--- src/rtl/uart_pkg.sv ---
// Shared definitions for the UART transmitter: parity-mode encodings,
// transmitter FSM state encoding and the parity helper functions.
package uart_pkg;

   // Widest data word the transmitter supports.
   localparam int MAX_DATA_W = 8;

   // Parity-mode encodings as driven on the parity_mode port.
   typedef enum logic [1:0] {
      PAR_NONE   = 2'b00,
      PAR_ODD    = 2'b01,
      PAR_EVEN   = 2'b10,
      PAR_NONE_B = 2'b11
   } parity_e;

   // Transmitter FSM states, in the order they appear on the line.
   typedef enum logic [2:0] {
      ST_IDLE   = 3'd0,
      ST_START  = 3'd1,
      ST_DATA   = 3'd2,
      ST_PARITY = 3'd3,
      ST_STOP   = 3'd4
   } tx_state_e;

   // True when the mode inserts a parity bit into the frame.
   function automatic logic parity_enabled(input parity_e mode);
      return (mode == PAR_ODD) || (mode == PAR_EVEN);
   endfunction

   // Parity bit for a data word; unused upper bits must be zero so they
   // do not disturb the XOR reduction.
   function automatic logic parity_bit(input logic [MAX_DATA_W-1:0] data,
                                       input parity_e mode);
      logic p;
      case (mode)
         PAR_ODD:  p = ~(^data);
         PAR_EVEN: p = ^data;
         default:  p = 1'b0;
      endcase
      return p;
   endfunction

endpackage

--- src/rtl/uart_sync_fifo.sv ---
// Single-clock FIFO with registered pointers and occupancy counter.
// The head word is presented combinationally so the consumer can take it
// in the same cycle it asserts rd_en.
module uart_sync_fifo #(
   parameter int DATA_W = 8,
   parameter int DEPTH  = 16,
   localparam int AW    = $clog2(DEPTH)
) (
   input  logic              clk,
   input  logic              rst,
   input  logic [DATA_W-1:0] wr_data,
   input  logic              wr_en,
   input  logic              rd_en,
   output logic [DATA_W-1:0] rd_data,
   output logic [AW:0]       usedw,
   output logic              full,
   output logic              empty
);

   logic [DATA_W-1:0] mem [DEPTH];
   logic [AW-1:0]     wr_ptr_reg;
   logic [AW-1:0]     rd_ptr_reg;
   logic [AW:0]       count_reg;
   logic              wr_ok;
   logic              rd_ok;

   // Full/empty come from the pre-edge count, so a pop in the same cycle
   // never lets a write into a full FIFO.
   assign full    = (count_reg == (AW+1)'(DEPTH));
   assign empty   = (count_reg == '0);
   assign wr_ok   = wr_en & ~full;
   assign rd_ok   = rd_en & ~empty;
   assign usedw   = count_reg;
   assign rd_data = mem[rd_ptr_reg];

   // Storage array: written only when the write is accepted.
   always_ff @(posedge clk) begin
      if (wr_ok) begin
         mem[wr_ptr_reg] <= wr_data;
      end
   end

   // Pointers and occupancy; pointers wrap naturally since DEPTH is 2^AW.
   always_ff @(posedge clk or posedge rst) begin
      if (rst) begin
         wr_ptr_reg <= '0;
         rd_ptr_reg <= '0;
         count_reg  <= '0;
      end else begin
         if (wr_ok) begin
            wr_ptr_reg <= wr_ptr_reg + AW'(1);
         end
         if (rd_ok) begin
            rd_ptr_reg <= rd_ptr_reg + AW'(1);
         end
         case ({wr_ok, rd_ok})
            2'b10:   count_reg <= count_reg + (AW+1)'(1);
            2'b01:   count_reg <= count_reg - (AW+1)'(1);
            default: count_reg <= count_reg;
         endcase
      end
   end

endmodule

--- src/rtl/uart_tx_gen.sv ---
// Buffered UART transmitter: words are queued in a FIFO and sent as
// start / data (LSB first) / optional parity / 1-2 stop bits, each bit
// lasting DIV clock cycles. Frames from a non-empty FIFO follow each other
// with no idle gap. Txd is registered and idles high.
module uart_tx_gen
   import uart_pkg::*;
#(
   parameter int CLK_FREQ   = 50_000_000,
   parameter int BAUD       = 115200,
   parameter int DATA_W     = 8,
   parameter int FIFO_DEPTH = 16,
   localparam int AW        = $clog2(FIFO_DEPTH)
) (
   input  logic              SYS_CLK,
   input  logic              RST,
   input  logic [DATA_W-1:0] wr_data,
   input  logic              wr_en,
   input  logic [1:0]        parity_mode,
   input  logic              stop2,
   input  logic              ovf_clr,
   output logic              Txd,
   output logic              tx_busy,
   output logic              full,
   output logic              empty,
   output logic [AW:0]       usedw,
   output logic              overflow
);

   localparam int DIV = CLK_FREQ / BAUD;
   localparam int CW  = $clog2(DIV);

   // FIFO interface
   logic [DATA_W-1:0] fifo_rd_data;
   logic              fifo_full;
   logic              fifo_empty;
   logic              pop;

   // Transmitter state
   tx_state_e         state_reg,  state_next;
   logic [CW-1:0]     cnt_reg,    cnt_next;
   logic [2:0]        bit_reg,    bit_next;
   logic [DATA_W-1:0] word_reg,   word_next;
   parity_e           mode_reg,   mode_next;
   logic              stop2_reg,  stop2_next;
   logic              txd_reg,    txd_next;
   logic              overflow_reg;

   logic              cnt_last;
   logic [MAX_DATA_W-1:0] word_ext;

   uart_sync_fifo #(
      .DATA_W (DATA_W),
      .DEPTH  (FIFO_DEPTH)
   ) u_fifo (
      .clk     (SYS_CLK),
      .rst     (RST),
      .wr_data (wr_data),
      .wr_en   (wr_en),
      .rd_en   (pop),
      .rd_data (fifo_rd_data),
      .usedw   (usedw),
      .full    (fifo_full),
      .empty   (fifo_empty)
   );

   assign full     = fifo_full;
   assign empty    = fifo_empty;
   assign Txd      = txd_reg;
   assign tx_busy  = (state_reg != ST_IDLE);
   assign overflow = overflow_reg;
   assign cnt_last = (cnt_reg == CW'(DIV - 1));

   // Next-state logic: bit sequencing on baud-counter wrap, plus loading of
   // the next word (and its config) whenever a new frame begins.
   always_comb begin
      state_next = state_reg;
      cnt_next   = cnt_reg;
      bit_next   = bit_reg;
      word_next  = word_reg;
      mode_next  = mode_reg;
      stop2_next = stop2_reg;
      pop        = 1'b0;

      case (state_reg)
         ST_IDLE: begin
            if (!fifo_empty) begin
               pop = 1'b1;
            end
         end
         ST_START: begin
            if (cnt_last) begin
               state_next = ST_DATA;
               cnt_next   = '0;
               bit_next   = '0;
            end else begin
               cnt_next = cnt_reg + CW'(1);
            end
         end
         ST_DATA: begin
            if (cnt_last) begin
               cnt_next = '0;
               if (bit_reg == 3'(DATA_W - 1)) begin
                  bit_next   = '0;
                  state_next = parity_enabled(mode_reg) ? ST_PARITY : ST_STOP;
               end else begin
                  bit_next = bit_reg + 3'd1;
               end
            end else begin
               cnt_next = cnt_reg + CW'(1);
            end
         end
         ST_PARITY: begin
            if (cnt_last) begin
               state_next = ST_STOP;
               cnt_next   = '0;
               bit_next   = '0;
            end else begin
               cnt_next = cnt_reg + CW'(1);
            end
         end
         ST_STOP: begin
            if (cnt_last) begin
               cnt_next = '0;
               if (stop2_reg && (bit_reg == 3'd0)) begin
                  // first of two stop bits done; bit_reg tracks stop index
                  bit_next = 3'd1;
               end else if (!fifo_empty) begin
                  pop = 1'b1;
               end else begin
                  state_next = ST_IDLE;
                  bit_next   = '0;
               end
            end else begin
               cnt_next = cnt_reg + CW'(1);
            end
         end
         default: begin
            state_next = ST_IDLE;
            cnt_next   = '0;
            bit_next   = '0;
         end
      endcase

      // Starting a frame: the config is captured here so later changes on
      // the ports cannot disturb the frame in flight.
      if (pop) begin
         state_next = ST_START;
         cnt_next   = '0;
         bit_next   = '0;
         word_next  = fifo_rd_data;
         mode_next  = parity_e'(parity_mode);
         stop2_next = stop2;
      end
   end

   // Line level for the upcoming cycle, so Txd can be a plain register
   // aligned with the state register.
   always_comb begin
      word_ext = MAX_DATA_W'(word_next);
      txd_next = 1'b1;
      case (state_next)
         ST_START:  txd_next = 1'b0;
         ST_DATA:   txd_next = word_ext[bit_next];
         ST_PARITY: txd_next = parity_bit(word_ext, mode_next);
         default:   txd_next = 1'b1;
      endcase
   end

   // Transmitter registers; reset abandons any frame in progress.
   always_ff @(posedge SYS_CLK or posedge RST) begin
      if (RST) begin
         state_reg <= ST_IDLE;
         cnt_reg   <= '0;
         bit_reg   <= '0;
         word_reg  <= '0;
         mode_reg  <= PAR_NONE;
         stop2_reg <= 1'b0;
         txd_reg   <= 1'b1;
      end else begin
         state_reg <= state_next;
         cnt_reg   <= cnt_next;
         bit_reg   <= bit_next;
         word_reg  <= word_next;
         mode_reg  <= mode_next;
         stop2_reg <= stop2_next;
         txd_reg   <= txd_next;
      end
   end

   // Sticky overflow flag: a dropped write beats a same-cycle clear.
   always_ff @(posedge SYS_CLK or posedge RST) begin
      if (RST) begin
         overflow_reg <= 1'b0;
      end else if (wr_en && fifo_full) begin
         overflow_reg <= 1'b1;
      end else if (ovf_clr) begin
         overflow_reg <= 1'b0;
      end
   end

endmodule
--- config.mk ---
export PLATFORM = sky130hd
export DESIGN_NAME = uart_tx_gen
export DESIGN_NICKNAME = d
export VERILOG_FILES = /design/src/rtl/uart_pkg.sv /design/src/rtl/uart_sync_fifo.sv /design/src/rtl/uart_tx_gen.sv
export SDC_FILE = /design/constraint.sdc
export NUM_CORES = 1
export LEC_CHECK = 0
export BUFFER_PORTS_ARGS = -buffer_cell sky130_fd_sc_hd__buf_2
export CAP_MARGIN = 25
export CORE_UTILIZATION = 35
export CTS_BUF_LIST = sky130_fd_sc_hd__clkbuf_16
export CTS_CLUSTER_DIAMETER = 200
export DETAILED_ROUTE_END_ITERATION = 8
export SLEW_MARGIN = 5
export SYNTH_ARGS = -nofsm -noshare
export SYNTH_HDL_FRONTEND = slang
export SYNTH_SLANG_ARGS = --single-unit
--- constraint.sdc ---
create_clock -name SYS_CLK -period 6.5 [get_ports SYS_CLK]
set_clock_uncertainty 0.1 [all_clocks]
set_input_delay 0.65 -clock SYS_CLK [delete_from_list [all_inputs] [get_ports SYS_CLK]]
set_output_delay 0.65 -clock SYS_CLK [all_outputs]
set_load 0.01 [all_outputs]
# ---- Word-level counts from Yosys, hierarchy flattened
# Memories as Yosys holds them, arrays and structs flattened.
# Cells that the tools add are included.
dict set report word_totals {
  elab_cells 89
  register_bits 41
  mem_bits_ro 0
  mem_count 1
  latch_bits 0
  ramBits 128
  out_inout_bits 10
}
dict set report op_classes {
  bitwise_logic 5
  addsub 6
  reduce_logical 12
  n_div 0
  eq_ne 17
  order_cmp 1
  shifts 0
  multipliers 0
  mux 36
}
# memory depth width rd rd_clocked_by_memory_dff write_ports line
set memory_table {}
lappend memory_table {u_fifo.mem 16 8 1 0 1 uart_sync_fifo.sv:20} ;# logic [DATA_W-1:0] mem [DEPTH];
# op count
set ops {}
lappend ops {{two-way mux 3 bit} 16}
lappend ops {{two-way mux 9 bit} 2}
lappend ops {{one-hot mux 9 bit (2 select lines)} 1}
lappend ops {{one-hot mux 3 bit (5 select lines)} 1}
lappend ops {{== test 3 x 2 -> 1 bit, second input constant} 4}
lappend ops {{one-hot mux 3 bit (4 select lines)} 1}
lappend ops {{one-hot mux 5 bit (2 select lines)} 1}
lappend ops {{adder 9 x 1 -> 9 bit, second input constant} 1}
lappend ops {{== test 9 bit, second input constant} 1}
lappend ops {{adder 4 x 1 -> 4 bit, second input constant} 2}
lappend ops {{two-way mux 1 bit} 8}
lappend ops {{two-way mux 8 bit} 1}
lappend ops {{parity 8 bit} 1}
lappend ops {{== test 2 x 1 -> 1 bit, second input constant} 3}
lappend ops {{== test 2 bit, second input constant} 3}
lappend ops {{== test 3 x 1 -> 1 bit, second input constant} 2}
lappend ops {{== test 3 bit, second input constant} 2}
lappend ops {{zero test 3 bit} 2}
lappend ops {{adder 5 x 1 -> 5 bit, second input constant} 1}
lappend ops {{== test 5 bit, second input constant} 1}
lappend ops {{zero test 5 bit} 1}
lappend ops {{subtractor 5 x 1 -> 5 bit, second input constant} 1}
lappend ops {{less-than comparator 3 x 4 -> 1 bit, second input constant} 1}
lappend ops {{one-hot mux 1 bit (2 select lines)} 2}
lappend ops {{other kinds (13)} 18}

# ---- Logic depth before layout (Yosys ltp)
dict set report depth {
  depth_word 10
  mapped_depth 14
  mapped_depth_nobuf 12
}

# ---- Modules after synthesis
# A second synthesis with hierarchy kept.
dict set report unflattened {
  hier_cells 536
  hier_area_um2 7584.8
}
# module area_each_um2 cells_per_inst instances seq_area_each_um2
set modules_own_cells {}
lappend modules_own_cells {uart_sync_fifo 5796.8 333 1 4169.0}
lappend modules_own_cells {uart_tx_gen 1788.0 203 1 701.9}

# ---- Worst setup path after synthesis
# OpenSTA, ideal clock, no wires.
dict set report synth_timing {
  path_kind {reg-to-reg}
  start {register cnt_reg[1]}
  end {register u_fifo.count_reg[4], in the netlist u_fifo.usedw[4]}
  n_path_buf 2
  setup_slack_ns 3.447
  setup_time_ns 0.123
  t_arrival_ns 2.830
  period_less_slack_ns 3.053
  required_ns 6.277
  stages_incl_launch_ff 15
  cell_sequence {dfrtp_1 > inv_1 > ha_1 > nand4b_1 > o31ai_4 > and2_1 > buf_4 > buf_2 > ha_1 > ha_1 > a21o_1 > a21oi_1 > xor2_1 > nor2_1 > xnor2_1}
}
dict set report synth_between {
  elab_chain_cells 6
  elab_cells_between_ends 8
}
# element line
set synth_lines {}
lappend synth_lines {{start, declared} uart_tx_gen.sv:40} ;# logic [CW-1:0] cnt_reg, cnt_next;
lappend synth_lines {{start signal, assigned} uart_tx_gen.sv:181} ;# cnt_reg <= cnt_next;
lappend synth_lines {{== test 9 bit *} uart_tx_gen.sv:71} ;# assign cnt_last = (cnt_reg == CW'(DIV - 1));
lappend synth_lines {{two-way mux 1 bit *} uart_tx_gen.sv:122} ;# if (cnt_last) begin
lappend synth_lines {{one-hot mux 1 bit (2 select lines) *} uart_tx_gen.sv:84} ;# case (state_reg)
lappend synth_lines {{bitwise AND 1 bit *} uart_sync_fifo.sv:32} ;# assign rd_ok = rd_en & ~empty;
lappend synth_lines {{via u_fifo.rd_ok} uart_sync_fifo.sv:25} ;# logic rd_ok;
lappend synth_lines {{== test 2 x 1 -> 1 bit / == test 2 bit (equally long branches)} uart_sync_fifo.sv:56} ;# case ({wr_ok, rd_ok})
lappend synth_lines {{one-hot mux 5 bit (2 select lines) / nonzero test 2 bit (equally long branches)} n/a}
lappend synth_lines {{end signal, assigned} uart_sync_fifo.sv:57} ;# 2'b10: count_reg <= count_reg + (AW+1)'(1);
lappend synth_lines {{end signal, assigned} uart_sync_fifo.sv:58} ;# 2'b01: count_reg <= count_reg - (AW+1)'(1);
lappend synth_lines {{end signal, assigned} uart_sync_fifo.sv:59} ;# default: count_reg <= count_reg;
lappend synth_lines {{end, declared} uart_sync_fifo.sv:23} ;# logic [AW:0] count_reg;
# The timed path passes the listed nets; every way through them passes the cells marked *.
# A chain may end at the register's enable or synchronous reset.

# ---- Final worst setup path
dict set report layout_timing {
  start {register state_reg[0]}
  end {register u_fifo.count_reg[4], in the netlist u_fifo.usedw[4]}
}
dict set report layout_between {
  elab_chain_cells 5
  elab_cells_between_ends 8
}
# element line
set layout_lines {}
lappend layout_lines {{start, declared} uart_tx_gen.sv:39} ;# tx_state_e state_reg, state_next;
lappend layout_lines {{start signal, assigned} uart_tx_gen.sv:180} ;# state_reg <= state_next;
lappend layout_lines {{== test 3 bit / zero test 3 bit (equally long branches)} uart_tx_gen.sv:84}
lappend layout_lines {{one-hot mux 1 bit (2 select lines) *} uart_tx_gen.sv:84}
lappend layout_lines {{bitwise AND 1 bit *} uart_sync_fifo.sv:32}
lappend layout_lines {{== test 2 x 1 -> 1 bit / == test 2 bit (equally long branches)} uart_sync_fifo.sv:56}
lappend layout_lines {{one-hot mux 5 bit (2 select lines) / nonzero test 2 bit (equally long branches)} n/a}
# Every way passes the cells marked *; elsewhere a longest branch is shown, timed or not.

==> out/metrics.yaml <==
status: "completed"
syn_avg_cell_area_um2: 16.1
antenna_found_initial: 1
clock-root-buffer: "clkbuf_16"
syn_inst: 463
cts_resized: 0
track_usage_pct: 14.4
dp_hpwl_um: 9450
drc: 0
max_freq_mhz: 266
drv_cap: 0
cp_slowest_cell: "and2_1"
via_count: 4024
cellLeakagePower_nw: 2.97
die_h_um: 148
start_util_pct: 36.2
critical_path.cell_chain: "or2_2 > a21oi_1 > and2_1 > ha_1 > ha_1 > a21o_1 > a21oi_1 > xor2_1 > nor2_1 > xnor2_1"
rows: 52
drtIter0Drc: 306
grt_pass1_vias: 4168
yosysWarningCount: 0
overflow: 0
cp-end-kind: "flip-flop"
drive_above_1_share_pct: 22.1
finalWirelength_um: 14600
reg2reg_slack_ns: 2.74
final_nets: 521
cp.required_ns: 6.73
cp-start-kind: "flip-flop"
crit_type: "flip-flop to flip-flop"
setup_tns_ns: 0
largest_reg_flops: 128
fin_ws_ns: 2.74
worstMarginPinSlew_ns: 1.01
cts.path.max_buffers: 2
finalPower_w: 0.00264
rsz0062_at_grt: "no"
m1WireLength_um: 6340
fin_crit_ns: 3.76
drt_first_pass_iters: 5
min_path_type: "input pin to async pin"
max-slew-margin-rel_pct: 32.0
io_buffers: 24
drtAntennaViolNets: 0
dieArea_um2: 21800
synth_edf_count: 128
syn_area_um2: 7430
cts_sinks: 169
routed.top_layer: "met5"
hold_slack_ns: 0.0141
clk_pin_slew_worst_paths_ns: 0.07
arrival_ns: 3.99
wl_met3_um: 686
h-tree-depth: 4
io_pins: 25
avgViaCountPerCell: 5.21
async_reset_ff_share_pct: 24.3
gp_congestion: 0.873
dp_slack_ns: 2.75
grt_max_degree: 37
cts_tree: "done"
holdBufCountCts: 0
timing.final.crit_share_pct: 57.9
antennaDiodeCount: 0
yosys.cell_types.count: 61
slowest_delay_ns: 0.86
hold_violations: 0
place_inst: 742
grt_pass1_wl_um: 23400
setup_viol: 0
clk_latency_ns: 0.43
cts_buffers: 17
dieWidth_um: 148
pwr_density_cell_nw_per_um2: 314
synth_nets: 493
worstRegToRegCells: 10
slew_violations: 0
instances_no_fill: 773
synth_seq_cells: 169
ys_seq_area_share_pct: 65.5
wl_per_cell_um: 18.9
peakVddDrop_mv: 0.205
postCtsSetupRepairBufs: 0
core-area_um2: 20600
syn_to_final_growth_pct: 13.1
ys_dominant_reg_cell: "edfxtp_1"
critPathMaxFanout: 19
met2_length_um: 7310
per-layer routing:
layer	track usage, %	up-vias
li1	-	1838
met1	18.4	2055
met2	24.2	105
met3	3.40	24
met4	4.85	2
met5	0	-
where the power goes:
| group | switching (W) | internal [W] |
|---|---|---|
| registers | 0.0000630 | 0.00128 |
| logic | 0.000173 | 0.000107 |
| clock network | 0.000443 | 0.000575 |
synth_stat cells, types with 9 or more instances:
cell type | count | area share [%]
a21oi_1 | 15 | 1.0
xnor2_1 | 12 | 1.4
o21ai_0 | 19 | 1.3
nand2b_1 | 9 | 0.76
nor2_1 | 28 | 1.4
dfrtp_1 | 40 | 13
inv_1 | 13 | 0.66
mux4_1 | 11 | 3.9
edfxtp_1 | 128 | 52
mux2_2 | 17 | 2.6
ha_1 | 14 | 2.4
nand2_1 | 26 | 1.3
mux2i_1 | 9 | 1.2
mux4_2 | 18 | 5.5
per-stage QoR:
step	area [µm²]	util [%]
after CTS	8410	40.9
after global routing	8410	40.9
after detailed placement	7820	38.0
after global placement	7790	37.9
after floorplan	7430	-
final	8410	40.9
critical path: cells and delay by family (launching register included):
kind | cells | cell delay [ns]
AOI/OAI and AO/OA | 3 | 0.75
adders and majority gates | 2 | 0.73
xor gates and xnor gates | 2 | 0.28
DFF | 1 | 0.48
and+or+nand+nor | 3 | 1.30
path summary, 6_finish.rpt:
check / from / end
setup / recovery: state_reg[0] / u_fifo.usedw[4]
hold / removal: RST / overflow
setup reg to reg: state_reg[0] / u_fifo.usedw[4]
hold reg to reg: overflow / overflow
max in group asynchronous: RST / Txd
min in group SYS_CLK: stop2 / stop2_reg
logic make-up after synthesis:
group | synth area share (%)
xor gates and xnor gates | 2.68
AOI/OAI and AO/OA | 5.40
DFF | 65.5
and+or+nand+nor | 7.27
muxes | 13.8
adders and majority gates | 2.63
buffers and inverters | 2.68
layout make-up:
cell class	count	area [µm²]
fillers	1896	12200
flip-flops and latches	169	4870
multi-input cells	260	2370
clock buffers	17	425
well taps	270	338
repair buffers	30	185
clock inverters	14	163
inverters	13	48.8
cells in the final DEF, fill, tap and decap left out, types with 5 or more instances in the layout:
| master | synthesis | final |
|---|---|---|
| edfxtp_1 | 128 | 128 |
| dfrtp_1 | 40 | 39 |
| nor2_1 | 28 | 28 |
| nand2_1 | 26 | 26 |
| buf_2 | 8 | 24 |
| o21ai_0 | 19 | 19 |
| mux4_2 | 18 | 18 |
| mux2_2 | 17 | 17 |
| clkbuf_16 | 0 | 17 |
| a21oi_1 | 15 | 15 |
| ha_1 | 14 | 14 |
| inv_1 | 13 | 13 |
| xnor2_1 | 12 | 12 |
| mux4_1 | 11 | 11 |
| nand2b_1 | 9 | 9 |
| mux2i_1 | 9 | 9 |
| o22ai_1 | 8 | 8 |
| xor2_1 | 7 | 7 |
| nand4_1 | 5 | 5 |
| buf_4 | 3 | 5 |
Power figures use the tool's default switching activity.
